==> src/rtl/snowflake_system_regs.sv <==
// snowflake_system_regs: machine timer, UART transmitter with TX FIFO and LED register on the sys bus
module snowflake_system_regs #(
    parameter int          FIFO_DEPTH     = 8,
    parameter logic [15:0] DEFAULT_DIV    = 16'd867,
    parameter int          MTIME_PRESCALE = 1
) (
    input  logic        clk,
    input  logic        rstz,
    input  logic [31:0] sys_addr,
    output logic [31:0] sys_rd_data,
    input  logic [31:0] sys_wr_data,
    input  logic        sys_en,
    input  logic        sys_wr_en,
    output logic        timer_irq,
    output logic        uart_tx,
    output logic [7:0]  leds
);
    localparam int AW = $clog2(FIFO_DEPTH);
    localparam int PW = MTIME_PRESCALE > 1 ? $clog2(MTIME_PRESCALE) : 1;

    typedef enum logic [1:0] {IDLE, START, DATA, STOP} state_t;

    state_t        state;
    logic [63:0]   mtime, mtimecmp;
    logic [PW-1:0] pcnt;
    logic [15:0]   div, timer;
    logic [7:0]    mem [FIFO_DEPTH];
    logic [AW:0]   wptr, rptr, count;
    logic [7:0]    shift;
    logic [2:0]    idx;
    logic [5:0]    off;
    logic [31:0]   rsel;
    logic          overflow, wr, rd, tick, full, empty, push_req, pop, bit_end;
    logic          unused_addr;

    assign off         = sys_addr[7:2];
    assign unused_addr = ^{sys_addr[31:8], sys_addr[1:0]};
    assign wr          = sys_en & sys_wr_en;
    assign rd          = sys_en & ~sys_wr_en;
    assign tick        = pcnt == PW'(MTIME_PRESCALE - 1);
    assign count       = wptr - rptr;
    assign full        = count[AW];
    assign empty       = wptr == rptr;
    assign push_req    = wr && off == 6'h4;
    assign pop         = state == IDLE && !empty;
    assign bit_end     = timer == div;

    // read-data select for the decoded word offset
    always_comb begin
        rsel = '0;
        case (off)
            6'h0:    rsel = mtime[31:0];
            6'h1:    rsel = mtime[63:32];
            6'h2:    rsel = mtimecmp[31:0];
            6'h3:    rsel = mtimecmp[63:32];
            6'h5:    rsel = {21'b0, 7'(count), overflow, state != IDLE, empty, full};
            6'h6:    rsel = {16'b0, div};
            6'h7:    rsel = {24'b0, leds};
            default: rsel = '0;
        endcase
    end

    // bus-visible registers, registered read data and the compare interrupt
    always_ff @(posedge clk or negedge rstz) begin
        if (!rstz) begin
            sys_rd_data <= '0;
            leds        <= '0;
            div         <= DEFAULT_DIV;
            mtimecmp    <= '1;
            overflow    <= 1'b0;
            timer_irq   <= 1'b0;
        end else begin
            if (rd) sys_rd_data <= rsel;
            timer_irq <= mtime >= mtimecmp;
            if (wr && off == 6'h2) mtimecmp[31:0] <= sys_wr_data;
            if (wr && off == 6'h3) mtimecmp[63:32] <= sys_wr_data;
            if (wr && off == 6'h6) div <= sys_wr_data[15:0];
            if (wr && off == 6'h7) leds <= sys_wr_data[7:0];
            if (push_req && full) overflow <= 1'b1;
            else if (wr && off == 6'h5 && sys_wr_data[3]) overflow <= 1'b0;
        end
    end

    // prescaled 64-bit mtime; a half write suppresses that cycle's increment
    always_ff @(posedge clk or negedge rstz) begin
        if (!rstz) begin
            pcnt  <= '0;
            mtime <= '0;
        end else begin
            pcnt <= tick ? '0 : pcnt + PW'(1);
            if (wr && off == 6'h0) mtime[31:0] <= sys_wr_data;
            else if (wr && off == 6'h1) mtime[63:32] <= sys_wr_data;
            else if (tick) mtime <= mtime + 64'd1;
        end
    end

    // FIFO write pointer; a full FIFO drops the push even if the FSM pops this cycle
    always_ff @(posedge clk or negedge rstz) begin
        if (!rstz) wptr <= '0;
        else if (push_req && !full) wptr <= wptr + (AW+1)'(1);
    end

    // FIFO storage needs no reset: pointers define what is valid
    always_ff @(posedge clk) begin
        if (push_req && !full) mem[wptr[AW-1:0]] <= sys_wr_data[7:0];
    end

    // UART transmit FSM, owns the read pointer and the registered TX line
    always_ff @(posedge clk or negedge rstz) begin
        if (!rstz) begin
            state   <= IDLE;
            timer   <= '0;
            idx     <= '0;
            shift   <= '0;
            uart_tx <= 1'b1;
            rptr    <= '0;
        end else begin
            timer <= bit_end ? '0 : timer + 16'd1;
            case (state)
                IDLE: begin
                    uart_tx <= 1'b1;
                    timer   <= '0;
                    if (pop) begin
                        shift   <= mem[rptr[AW-1:0]];
                        rptr    <= rptr + (AW+1)'(1);
                        state   <= START;
                        uart_tx <= 1'b0;
                    end
                end
                START: if (bit_end) begin
                    state   <= DATA;
                    idx     <= '0;
                    uart_tx <= shift[0];
                end
                DATA: if (bit_end) begin
                    shift   <= shift >> 1;
                    idx     <= idx + 3'd1;
                    uart_tx <= idx == 3'd7 ? 1'b1 : shift[1];
                    state   <= idx == 3'd7 ? STOP : DATA;
                end
                STOP: if (bit_end) state <= IDLE;
                default: state <= IDLE;
            endcase
        end
    end
endmodule
==> config.mk <==
export PLATFORM = sky130hd
export DESIGN_NAME = snowflake_system_regs
export DESIGN_NICKNAME = d
export VERILOG_FILES = /design/src/rtl/snowflake_system_regs.sv
export SDC_FILE = /design/constraint.sdc
export NUM_CORES = 1
export LEC_CHECK = 0
export ABC_AREA = 1
export CAP_MARGIN = 20
export CORE_ASPECT_RATIO = 1.1
export CORE_MARGIN = 1.5
export CORE_UTILIZATION = 30
export CTS_CLUSTER_DIAMETER = 60
export CTS_CLUSTER_SIZE = 10
export DETAILED_ROUTE_END_ITERATION = 10
export GPL_TIMING_DRIVEN = 0
export HOLD_SLACK_MARGIN = 0.08
export PLACE_DENSITY_LB_ADDON = 0.05
export SLEW_MARGIN = 20
export SYNTH_ARGS = -nofsm -noshare
export SYNTH_HDL_FRONTEND = slang
export SYNTH_SLANG_ARGS = --single-unit
export TNS_END_PERCENT = 1
==> constraint.sdc <==
create_clock -name clk -period 3.05 [get_ports clk]
set_input_delay 0.61 -clock clk [delete_from_list [all_inputs] [get_ports clk]]
set_output_delay 0.61 -clock clk [all_outputs]
set_load 0.01 [all_outputs]
Word level (Yosys, flattened, before mapping):

Memory sizes are Yosys's and may differ from the RTL's.
Cells that the tools add are included.
Widths: inputs -> output; s select.

* output and inout port bits: 42
* memories kept: 1
* word-level logic and storage cells: 107
* input port bits: 68
* bits in writable memories: 64
* bits in registers: 225

Memory list
* mem: depth 8, bits a word 8, rd ports 1, clocked after memory_dff 0, write ports 1, RTL line 27 `logic [7:0] mem [FIFO_DEPTH];`

* muxes and demuxes: 29
* add/sub/neg operators: 7
* bitwise logic cells: 4
* $lt $le $gt $ge: 1
* eq/ne operators: 20
* reductions and logical operators: 28

Operators with widths (number)
* $pmux 32 s7: 1
* $mux 32: 3
* $add 64x1->64 const B: 1
* $ge 64x64->1: 1
* $mux 64: 1
* $mux 16: 2
* $eq 6x3->1 const B: 4
* $add 16x1->16 const B: 1
* $eq 16x16->1: 1
* $mux 8: 2
* $pmux 8 s2: 1
* $eq 6x2->1 const B: 2
* $logic_and 1x1->1: 12
* $mux 1: 10
* $ne 2x2->1 const B: 5
* $reduce_and 3->1: 3
* $add 4x1->4 const B: 2
* $mux 2: 4
* $pmux 2 s4: 1
* $reduce_bool 2->1: 4
* $eq 6x1->1 const B: 1
* $logic_not 6->1: 1
* $mux 3: 2
* $pmux 3 s2: 1
* 16 further kinds: 23

Depth between registers and ports, before layout:

Gate-level depths: netlist of run 1.

* word-level depth: 5
* gate-level depth with buffers: 15
* depth with buffers taken out: 15

Worst setup path before layout of run 1:

OpenSTA, ideal clock, no wires.

* kind: register to register
* start point: register rptr[1]
* end point: memory mem[1][0], enable pin
* path slack: 563 ps
* clock period less this slack: 2487 ps
* data arrival time: 2116 ps
* setup time: 370 ps
* cell stages (with the launch flop): 12
* data required time: 2680 ps
* path buffers: 2
* path through: dfrtp_1 > buf_2 > inv_1 > clkbuf_1 > ha_1 > nand3_1 > nand3_1 > nand2_1 > nand2_1 > inv_2 > nand2_1 > nor2_1

* longest elaborated chain between the ends: 5

Ends and longest elaborated chain
* from (decl): RTL line 28 `logic [AW:0] wptr, rptr, count;`
* from (signal assigned): RTL line 125 `rptr <= rptr + (AW+1)'(1);`
* $sub 4x4->4: RTL line 41 `assign count = wptr - rptr;`
* $logic_not 1->1: RTL line 105 `if (push_req && !full) mem[wptr[AW-1:0]] <= sys_wr_data[7:0];`
* $logic_and 1x1->1: RTL line 105
* $mux 1: RTL line 105
* $mux 1 (not written as such): RTL line 105
* to (decl): RTL line 27

Every way passes these cells.

Worst setup path after layout of run 1:

* start point: input sys_addr[3]
* end point: register sys_rd_data[3]

* longest elaborated chain between the ends: 2
* elaborated cells between the ends (all ways): 8
* classes of those cells: eq/ne: 6; mux: 1; reduce/logical: 1

Ends and longest elaborated chain
* from (decl): RTL line 9 `input logic [31:0] sys_addr,`
* $eq 6x3->1 (tied with other cells): RTL line 51 `case (off)`
* $pmux 32 s7 (*): RTL line 51
* to (signal assigned): RTL line 73 `if (rd) sys_rd_data <= rsel;`
* to (decl): RTL line 10 `output logic [31:0] sys_rd_data,`

Mark *: on every way between the ends. The rest lies on a longest branch, timed or not.
A chain may end at the register's enable or synchronous reset.

==> results of run 1 <==
-- repair_timing --
| item | 4_1_cts | 5_1_grt |
|---|---|---|
| endpoints found under the setup margin | 64 | 64 |
| pin swaps | 0 | 1 |
| setup buffers | 0 | 1 |
| gates resized for setup | 9 | 9 |
| hold buffers | 1 | 0 |
| hold endpoints to repair | 25 | 0 |
-- cells in the final DEF, fill, tap and decap left out, types with 64 or more instances in the layout --
master / n
nor2_1: 189
ha_1: 77
nand2_1: 701
inv_1: 254
clkdlybuf4s50_1: 82
dfrtp_1: 153
nand3_1: 126
edfxtp_1: 64
o21ai_0: 156
dfstp_2: 71
-- flip-flops by register name, summed over array words and instances (netlist names), 8 cells and up --
| signal | count |
|---|---|
| sys_rd_data | 32 |
| mtime | 64 |
| mtimecmp | 64 |
| div | 16 |
| timer | 16 |
| mem | 64 |
| shift | 8 |
| leds | 8 |
-- stage by stage --
stage / std cells / power [mW] / utilization / setup slack, ns / cell area (um2)
after CTS: 3112 / 13.2 / 0.360 / 0.0237 / 20200
after detailed placement: 3033 / 8.37 / 0.336 / -0.407 / 18800
final: 3113 / 13.1 / 0.361 / 0.217 / 20200
after floorplan: 2203 / 7.03 / - / 0.563 / 17000
after global placement: 3030 / 8.30 / 0.334 / -9.52 / 18700
after global routing: 3113 / 13.8 / 0.361 / 0.0280 / 20200
-- metal layers --
layer,global-route usage,wire (um),part of all wire
met1,0.307,30500,0.44
met2,0.418,34100,0.49
met3,0.0259,2570,0.037
met4,0.0818,2300,0.033
met5,0,0,0
-- cells by family (layout without fill, tap and decap cells) --
| logic type | Yosys count | count (layout) |
|---|---|---|
| DFF | 288 | 288 |
| adders and majority gates | 78 | 78 |
| and+or+nand+nor | 1128 | 1128 |
| AOI/OAI and AO/OA | 313 | 313 |
| buffers and inverters | 332 | 498 |
| xor gates and xnor gates | 64 | 64 |
-- critical path, stage by stage --
cell	delay [ns]
clkdlybuf4s50_1	0.55
inv_1	0.08
nand2_1	0.17
inv_1	0.14
nand2_1	0.52
buf_4	0.39
nor2_1	0.07
nor3_1	0.32
nand3_1	0.24
nand2_1	0.11
nand2_1	0.06
-- layout make-up --
cell class	instances	area share
sequential	288	0.376
inverter	264	0.0493
clock buffer	64	0.0600
clock inverter	14	0.00581
timing repair buffer	88	0.0469
buffer	68	0.0155
multi-input combinational	1583	0.400
tap	744	0.0460
-- power by group through the flow --
stage	Combinational, mW	Sequential (mW)	Clock, mW
detailed placement	3.42	4.95	0
finish	3.42	4.90	4.76
CTS	3.44	4.89	4.87
global placement	3.35	4.94	0
floorplan	2.25	4.79	0
global route	3.87	4.95	4.99
-- worst min path at each step --
stage                    startpoint  slack, ns         endpoint  depth (start not counted)
floorplan                      rstz       0.31          div[10]                          0
global placement           shift[7]       0.46         shift[7]                          2
detailed placement         shift[4]       0.46         shift[4]                          2
CTS                        shift[7]       0.48         shift[7]                          2
global route               shift[0]       0.50         shift[0]                          2
finish              sys_rd_data[13]       0.47  sys_rd_data[13]                          2
==> key figures, run 1 <==
Status
  – Status: finished clean

Yosys
  – Post-synthesis mux area share: 0
  – Area share of the largest cell type after synthesis: 0.226
  – Async S/R FF share, synth: 0.778
  – Dominant cells by area after synthesis: dfrtp_1 (23%), nand2_1 (16%), edfxtp_1 (11%), dfstp_2 (11%), ha_1 (5.7%)
  – Most frequent cell after synthesis: nand2_1
  – Post-Syn Nets: 2349
  – Post-synthesis compound-gate area fraction: 0.104
  – Synth Area in Simple Gates: 0.279
  – Seq/Total Area, Yosys: 0.449
  – Post-Synthesis Cells: between 2k and 2.5k
  – Synthesized flop and latch total: 288
  – Mapped Area: between 0.015 and 0.02 mm2
  – Avg Cell Area, Syn: approximately 7.7 um2
  – Distinct cell type count after synthesis: 46
  – Yosys warnings: 0
  – Post-synthesis adder-cell area fraction: 0.0580
  – Number of flops mapped to enable cells by yosys: 64
  – Dominant synthesized flop cell: dfrtp_1
  – Most common library cells after synthesis: nand2_1 (702), inv_1 (254), nor2_1 (196)
  – Largest family of logic cells by synthesized area: simple AND/OR/NAND/NOR gates
  – Post-synth top area cell: dfrtp_1
  – Synth Area in XOR/XNOR: 0.0330

Routing
  – Post-Route WL: approximately 69000 um
  – Avg WL per Cell: approximately 22 um
  – DRT Pass-1 Iters: 5
  – DR vias: about 15k
  – Remaining DRCs: 0
  – DRT iter0 DRCs: about 1.1k
  – Via-to-Cell Ratio: between 4 and 5
  – Routed Antenna Nets: 0

Setup path
  – Reg2Reg Setup Slack: ~0.25 ns
  – CP endpoint kind: flop
  – Worst reg2reg path depth: 10
  – Crit path arrival time: about 3.3 ns
  – Crit Reg-Reg Startpoint: rptr[2]
  – Setup crit start: sys_addr[3]
  – Reg-to-reg endpoint: mem[1][4]
  – Worst Setup EP: sys_rd_data[3]
  – Crit path required time: 3.50 ns
  – Setup Crit Path Kind: primary input to flop
  – Crit path launch type: primary input
  – Worst Path Max Fanout: 10

Run
  – Max-Cap Viols: 0

Cells and area
  – Nets: 2481
  – Share of cells above drive strength 1: 0.0988
  – # fillers: 6030
  – Multi-input gate area: 0.00810 mm2
  – Area Overhead vs Synth: 19.3%
  – Antenna Cells: 0
  – FF+latch area: between 0.007 and 0.008 mm2

Timing
  – Final period util: 0.929
  – Final Slew Violations: 0
  – Final TNS setup: 0 ns
  – Final hold viol count: 0
  – Worst Skew: about 0.019 ns
  – Fin Hold WS: approximately 0.47 ns
  – Min Clock Period, post-route: 2.83 ns
  – Worst Tran Pin Value: ~1.2 ns
  – RSZ-0062 raised after global routing: no
  – Slew headroom: 0.186
  – Max Clk Rate: ~350 MHz
  – Setup violators final: 0

Pwr
  – Sw Pwr: 4.74 mW
  – Switching Fraction: 0.362
  – Clock power frac: 0.364
  – Sequential share of power: 0.374
  – Leakage power: between 8 and 9 nW
  – P per Cell Area: around 650 mW/mm2
  – Combinational Power Share: 0.261
  – Worst vdd ir: around 390 uV
  – Int Power: between 8 and 9 mW

Global route
  – First-pass GRT wire length: slightly above 100000 um
  – Largest net degree at the start of global routing: 72
  – Initial antenna violation count: 1
  – Global-route usage over all layers: 0.239
  – Number of global-route vias before repair: roughly 15k
  – GRT Residual Overflow: 0

Clocking
  – CTS sink count: approximately 290
  – CTS Root Cell: clkbuf_16
  – Max clock buf depth: 3
  – CTS tree: done
  – H-tree depth: 2
  – Later-pin clock latency in the skew report: 0.58 ns
  – Reg clk slew, reported paths: 0.06 ns
  – TritonCTS Buffers: 42

Floorplan
  – Die span in x: roughly 230 um
  – Starting Density: 0.303
  – FP Rows: between 90 and 100
  – Core Region: around 0.056 mm2
  – Top Ports: 110
  – Die span in y: roughly 250 um
  – Die area: about 0.058 mm2

Place
  – IO buf count: 83
  – Detail Placement HPWL: approximately 53000 um
  – GPL Wtd Cong: around 0.94

Min path
  – Hold Path Class: flop to flop
(Power assumes the default switching activity.)
==> run 2: changes to the inputs <==
--- a/config.mk
+++ b/config.mk
@@ -8,10 +8,9 @@
 export ABC_AREA = 1
 export CAP_MARGIN = 20
 export CORE_ASPECT_RATIO = 1.1
-export CORE_MARGIN = 1.5
 export CORE_UTILIZATION = 30
 export CTS_CLUSTER_DIAMETER = 60
-export CTS_CLUSTER_SIZE = 10
+export CTS_CLUSTER_SIZE = 40
 export DETAILED_ROUTE_END_ITERATION = 10
 export GPL_TIMING_DRIVEN = 0
 export HOLD_SLACK_MARGIN = 0.08
==> key figures, run 2 (synthesis gave the netlist of run 1 again) <==
Status
  – Status: finished clean

Routing
  – DRT Pass-1 Iters: 6 (+1)
  – Post-Route WL: 68300 um (-1.7%)
  – DR vias: 15.2k (-0.92%)
  – DRT iter0 DRCs: 988 (-14%)
  – Remaining DRCs: 0 (unchanged)
  – Avg WL per Cell: 22.0 um (-1.4%)
  – Routed Antenna Nets: 0 (unchanged)
  – Via-to-Cell Ratio: 4.91 (-0.67%)

Global route
  – Global-route usage over all layers: 0.239 (about the same)
  – Largest net degree at the start of global routing: 79 (+9.7%)
  – GRT Residual Overflow: 0 (unchanged)
  – Initial antenna violation count: 1 (unchanged)
  – Number of global-route vias before repair: 15.1k (-0.51%)
  – First-pass GRT wire length: 101000 um (-1.0%)

Min path
  – WHS Endpoint: sys_rd_data[15]
  – Hold Path Class: flop to flop
  – WHS Path Cells: 2 (unchanged)
  – Worst hold path startpoint: sys_rd_data[15]

Pwr
  – Clock power frac: 0.361 (-0.003)
  – Leakage power: 8.81 nW (-0.18%)
  – Tot Pwr: 12.9 mW (-1.4%)
  – Sw Pwr: 4.71 mW (-0.51%)
  – P per Cell Area: 637 mW/mm2 (-1.3%)
  – Switching Fraction: 0.366 (+0.00345)
  – Combinational Power Share: 0.260 (about the same)
  – Sequential share of power: 0.379 (+0.005)
  – Worst vdd ir: 346 uV (-12%)
  – Int Power: 8.17 mW (-2.0%)

Setup path
  – Crit Reg-Reg Startpoint: rptr[2]
  – Worst Path Max Fanout: 10 (unchanged)
  – Setup Crit Path Kind: primary input to flop
  – Crit path max-delay cell type: nand2_1
  – Crit path cell chain: clkdlybuf4s50_1 > inv_1 > nand2_1 > inv_1 > nand2_1 > buf_4 > nor2_1 > nor3_1 > nand3_1 > nand2_1 > nand2_1
  – Reg2Reg Setup Slack: 0.20 ns (-0.05 ns)
  – Crit path required time: 3.52 ns (+0.02 ns)
  – Crit path launch type: primary input
  – Critical path's largest stage delay: 0.58 ns (+0.03 ns)
  – Reg-to-reg endpoint: mem[3][1]
  – Worst reg2reg path depth: 10 (unchanged)
  – Most frequent CP cell: nand2_1
  – CP endpoint kind: flop
  – Crit path arrival time: 3.32 ns (+0.03 ns)

Cells and area
  – Antenna Cells: 0 (unchanged)
  – # fillers: 6044 (+0.23%)
  – Share of cells above drive strength 1: 0.100 (+0.00161)
  – Multi-input gate area: 0.00810 mm2 (about the same)
  – Commonest non-fill, non-tap cell in the layout: nand2_1
  – Most frequent cells in the layout: nand2_1 (702), inv_1 (254), nor2_1 (189)
  – Area Overhead vs Synth: 19.2%
  – FF+latch area: 0.00762 mm2 (unchanged)
  – Nets: 2478 (-0.12%)

Clocking
  – Max clock buf depth: 3 (unchanged)
  – H-tree depth: 2 (unchanged)
  – Reg clk slew, reported paths: 0.07 ns (about the same)
  – TritonCTS Buffers: 37 (-12%)
  – CTS tree: done
  – CTS Root Cell: clkbuf_16
  – CTS sink count: 288 (unchanged)
  – Later-pin clock latency in the skew report: 0.59 ns (about the same)

Floorplan
  – Die span in y: 251 um (-0.40%)
  – Top Ports: 110 (unchanged)
  – Core Region: 0.0560 mm2 (unchanged)
  – Die area: 0.0575 mm2 (-0.83%)
  – FP Rows: 91 (unchanged)
  – Starting Density: 0.303 (unchanged)
  – Die span in x: 229 um (-0.44%)

Timing
  – RSZ-0062 raised after global routing: yes
  – Worst Tran Pin Value: 1.17 ns (-0.0527 ns)
  – Min Clock Period, post-route: 2.85 ns (+0.0214 ns)
  – Max Clk Rate: 350 MHz (-0.75%)
  – Slew headroom: 0.221 (+0.0351)
  – Setup violators final: 0 (unchanged)
  – Worst Skew: 0.0399 ns (+0.0209 ns)
  – Final Slew Violations: 0 (unchanged)
  – Final hold viol count: 0 (unchanged)
  – Fin Hold WS: 0.474 ns (+0.000269 ns)
  – Final period util: 0.936 (+0.00703)

Place
  – GPL Wtd Cong: 0.936 (-0.59%)
  – IO buf count: 83 (unchanged)
  – Detail Placement HPWL: 52200 um (-0.93%)

Run
  – Max-Cap Viols: 0 (unchanged)
run 2: worst max-delay path, delay by kind of cell:
family                 cells  cell delay [ns]
buffers and inverters      4             1.16
AND/OR/NAND/NOR            7             1.54
run 2: worst max-delay path by stage:
stage | slack (ns) | startpoint | end
2_1_floorplan | 0.56 | rptr[1] | mem[1][0]
3_3_place_gp | -9.56 | rstz | sys_rd_data[17]
3_5_place_dp | -0.39 | rptr[1] | mem[6][1]
4_1_cts | -0.07 | rptr[2] | mem[3][1]
5_1_grt | -0.04 | rptr[2] | mem[3][1]
6_report | 0.20 | sys_addr[3] | sys_rd_data[3]
run 2: per-stage QoR:
stage	cells	TNS [ns]	utilization	worst slack [ns]	cell area (um2)
6_report	3105	0	0.361	0.196	20200
4_1_cts	3101	-1.30	0.359	-0.0745	20100
3_5_place_dp	3033	-22.36	0.336	-0.388	18800
5_1_grt	3105	-0.0958	0.361	-0.0368	20200
3_3_place_gp	3030	-1915.89	0.334	-9.56	18700
2_1_floorplan	2203	0	-	0.563	17000
run 2: cell type report:
class / instances / share of cell area
sequential: 288 / 0.377
tap: 744 / 0.0460
timing repair buffer: 91 / 0.0486
buffer: 67 / 0.0153
clock buffer: 42 / 0.0493
clock inverter: 26 / 0.0140
inverter: 264 / 0.0493
multi-input combinational: 1583 / 0.401
run 2: metal layers:
layer | wire [um] | global-route usage
met3 | 2390 | 0.0275
met2 | 34100 | 0.421
met1 | 29700 | 0.305
met5 | 0 | 0
met4 | 2060 | 0.0731
run 2: power by group through the flow:
stage                     logic, mW  clock network (mW)  registers (mW)
after floorplan                2.25                   0            4.79
after global placement         3.34                   0            4.94
after detailed placement       3.40                   0            4.94
after CTS                      3.41                4.78            4.88
after global routing           3.82                4.91            4.94
final                          3.35                4.65            4.89
run 2: repair_timing:
| item | in CTS | in global routing |
|---|---|---|
| buffers inserted | 0 | 4 |
| endpoints found under the hold margin | 25 | 0 |
| setup endpoints to repair | 65 | 65 |
| hold buffers | 1 | 0 |
| pin swaps | 0 | 3 |
| gates resized for setup | 8 | 8 |
==> run 3: changes to the inputs <==
--- a/config.mk
+++ b/config.mk
@@ -7,14 +7,16 @@
 export LEC_CHECK = 0
 export ABC_AREA = 1
 export CAP_MARGIN = 20
+export CELL_PAD_IN_SITES_DETAIL_PLACEMENT = 1
+export CELL_PAD_IN_SITES_GLOBAL_PLACEMENT = 2
 export CORE_ASPECT_RATIO = 1.1
 export CORE_UTILIZATION = 30
 export CTS_CLUSTER_DIAMETER = 60
 export CTS_CLUSTER_SIZE = 40
 export DETAILED_ROUTE_END_ITERATION = 10
-export GPL_TIMING_DRIVEN = 0
 export HOLD_SLACK_MARGIN = 0.08
 export PLACE_DENSITY_LB_ADDON = 0.05
+export SETUP_SLACK_MARGIN = 0.02
 export SLEW_MARGIN = 20
 export SYNTH_ARGS = -nofsm -noshare
 export SYNTH_HDL_FRONTEND = slang
==> key figures, run 3 (synthesis gave the netlist of run 1 again) <==
Status
  – Status: finished clean

Timing
  – Setup violators final: 0 (unchanged)
  – Worst Tran Pin Value: 0.788 ns (-0.381 ns)
  – RSZ-0062 raised after global routing: no
  – Slew headroom: 0.471 (+0.250)
  – Final TNS setup: 0 ns (unchanged)
  – Final period util: 0.867 (-0.0691)
  – Min Clock Period, post-route: 2.64 ns (-0.211 ns)
  – Final hold viol count: 0 (unchanged)
  – Final Slew Violations: 0 (unchanged)
  – Max Clk Rate: 378 MHz (+8.0%)
  – Worst Skew: 0.0369 ns (-0.00300 ns)

Setup path
  – CP endpoint kind: flop
  – Crit path arrival time: 2.92 ns (-0.40 ns)
  – Worst Setup EP: mem[3][6]
  – Reg-to-reg endpoint: mem[3][6]
  – Crit path launch type: flop
  – Reg2Reg Setup Slack: 0.41 ns (+0.21 ns)
  – Crit Reg-Reg Startpoint: rptr[2]
  – Worst reg2reg path depth: 10 (unchanged)
  – Setup crit start: rptr[2]
  – Worst Path Max Fanout: 9 (-1)
  – Setup Crit Path Kind: flop to flop
  – Crit path required time: 3.33 ns (-0.19 ns)

Global route
  – Number of global-route vias before repair: 16.2k (+7.3%)
  – Largest net degree at the start of global routing: 65 (-18%)
  – Initial antenna violation count: 1 (unchanged)
  – Global-route usage over all layers: 0.243 (+0.00404)
  – GRT Residual Overflow: 0 (unchanged)
  – First-pass GRT wire length: 103000 um (+2.4%)

Clocking
  – Reg clk slew, reported paths: 0.07 ns (about the same)
  – CTS-repair resized insts: 0 (-8)
  – CTS Hold Bufs: 1 (unchanged)
  – TritonCTS Buffers: 42 (+14%)
  – CTS tree: done
  – CTS sink count: 288 (unchanged)
  – H-tree depth: 2 (unchanged)
  – CTS Root Cell: clkbuf_16
  – Later-pin clock latency in the skew report: 0.59 ns (about the same)
  – Post CTS Setup Buffer Count: 0 (unchanged)
  – Max clock buf depth: 3 (unchanged)

Floorplan
  – Die area: 0.0575 mm2 (unchanged)
  – Top Ports: 110 (unchanged)
  – Die span in x: 229 um (unchanged)
  – Core Region: 0.0560 mm2 (unchanged)
  – FP Rows: 91 (unchanged)
  – Starting Density: 0.303 (unchanged)
  – Die span in y: 251 um (unchanged)

Cells and area
  – # fillers: 6803 (+13%)
  – Final Util: 0.366 (+0.00516)
  – Area Overhead vs Synth: 20.9%
  – Most frequent cells in the layout: nand2_1 (701), inv_1 (254), nor2_1 (194)
  – Share of cells above drive strength 1: 0.110 (+0.0101)
  – Nets: 2466 (-0.48%)
  – Finished Cell Area: 0.0205 mm2 (+1.4%)
  – Antenna Cells: 0 (unchanged)
  – Commonest non-fill, non-tap cell in the layout: nand2_1

Routing
  – DR vias: 15.2k (-0.50%)
  – Avg WL per Cell: 22.1 um (+0.58%)
  – Remaining DRCs: 0 (unchanged)
  – DRT iter0 DRCs: 643 (-35%)
  – Post-Route WL: 68500 um (+0.32%)
  – DRT Pass-1 Iters: 4 (-2)
  – Routed Antenna Nets: 0 (unchanged)
  – Via-to-Cell Ratio: 4.90 (-0.24%)

Min path
  – Hold Path Class: flop to flop

Run
  – Max-Cap Viols: 0 (unchanged)

Place
  – IO buf count: 83 (unchanged)
  – GPL Wtd Cong: 0.846 (-9.6%)
  – Area after DPL: 0.0190 mm2 (+0.94%)
  – Detail Placement HPWL: 52000 um (-0.31%)

Pwr
  – Tot Pwr: 13.6 mW (+5.6%)
  – P per Cell Area: 664 mW/mm2 (+4.2%)
  – Worst vdd ir: 358 uV (+3.7%)
  – Leakage power: 9.03 nW (+2.5%)
## run 3: cell types whose count changed in the layout (fill, tap and decap cells not counted), sizes merged
cell,change
bufinv,+4
clkbuf,-32
buf,+19
clkinv,+3
inv,+2
clkinvlp,-4
## run 3: layout make-up
type,count,area [um2],share of cell area
Inverter,264,993,0.0484
Tap cell,744,931,0.0454
Sequential cell,288,7620,0.371
Multi-Input combinational cell,1583,8050,0.393
Timing Repair Buffer,141,1410,0.0688
Clock inverter,31,408,0.0199
Clock buffer,46,1100,0.0535
## run 3: metrics by stage
step	worst slack [ns]	hold slack [ns]	cells
after floorplan	0.563	0.314	2203
after global placement	0.203	0.456	3019
after detailed placement	0.226	0.469	3019
after CTS	0.377	0.484	3097
after global routing	0.220	0.503	3097
final	0.406	0.480	3097
## run 3: metal layers
metal,vias to the layer above,share of wire,routed length (um),GRT usage
met3,111,0.032,2170,0.0307
met2,237,0.49,33700,0.425
met4,0,0.051,3520,0.121
li1,7369,-,-,-
met1,7449,0.42,29100,0.294
met5,-,0,0,0
## run 3: worst min-delay path by stage
stage / depth (start not counted) / endpoint / from
finish: 2 / shift[2] / shift[2]
global route: 2 / sys_rd_data[13] / sys_rd_data[13]
CTS: 2 / shift[2] / shift[2]
detailed placement: 2 / sys_rd_data[10] / sys_rd_data[10]
global placement: 2 / shift[4] / shift[4]
floorplan: 0 / div[10] / rstz
## run 3: power breakdown
| part | switching (mW) | internal, mW |
|---|---|---|
| Sequential | 0.545 | 4.40 |
| Clock | 2.11 | 3.19 |
| Combinational | 2.19 | 1.17 |
| Total | 4.84 | 8.77 |
## run 3: worst max-delay path, cell delays in order (launching register included)
cell and delay (ns):
dfrtp_1 0.64, clkinv_1 0.17, ha_1 0.36, a21oi_1 0.21, nand3_1 0.15, nand2_1 0.09
nand2_1 0.10, inv_2 0.11, nand2_1 0.15, nor2_1 0.14, buf_4 0.21
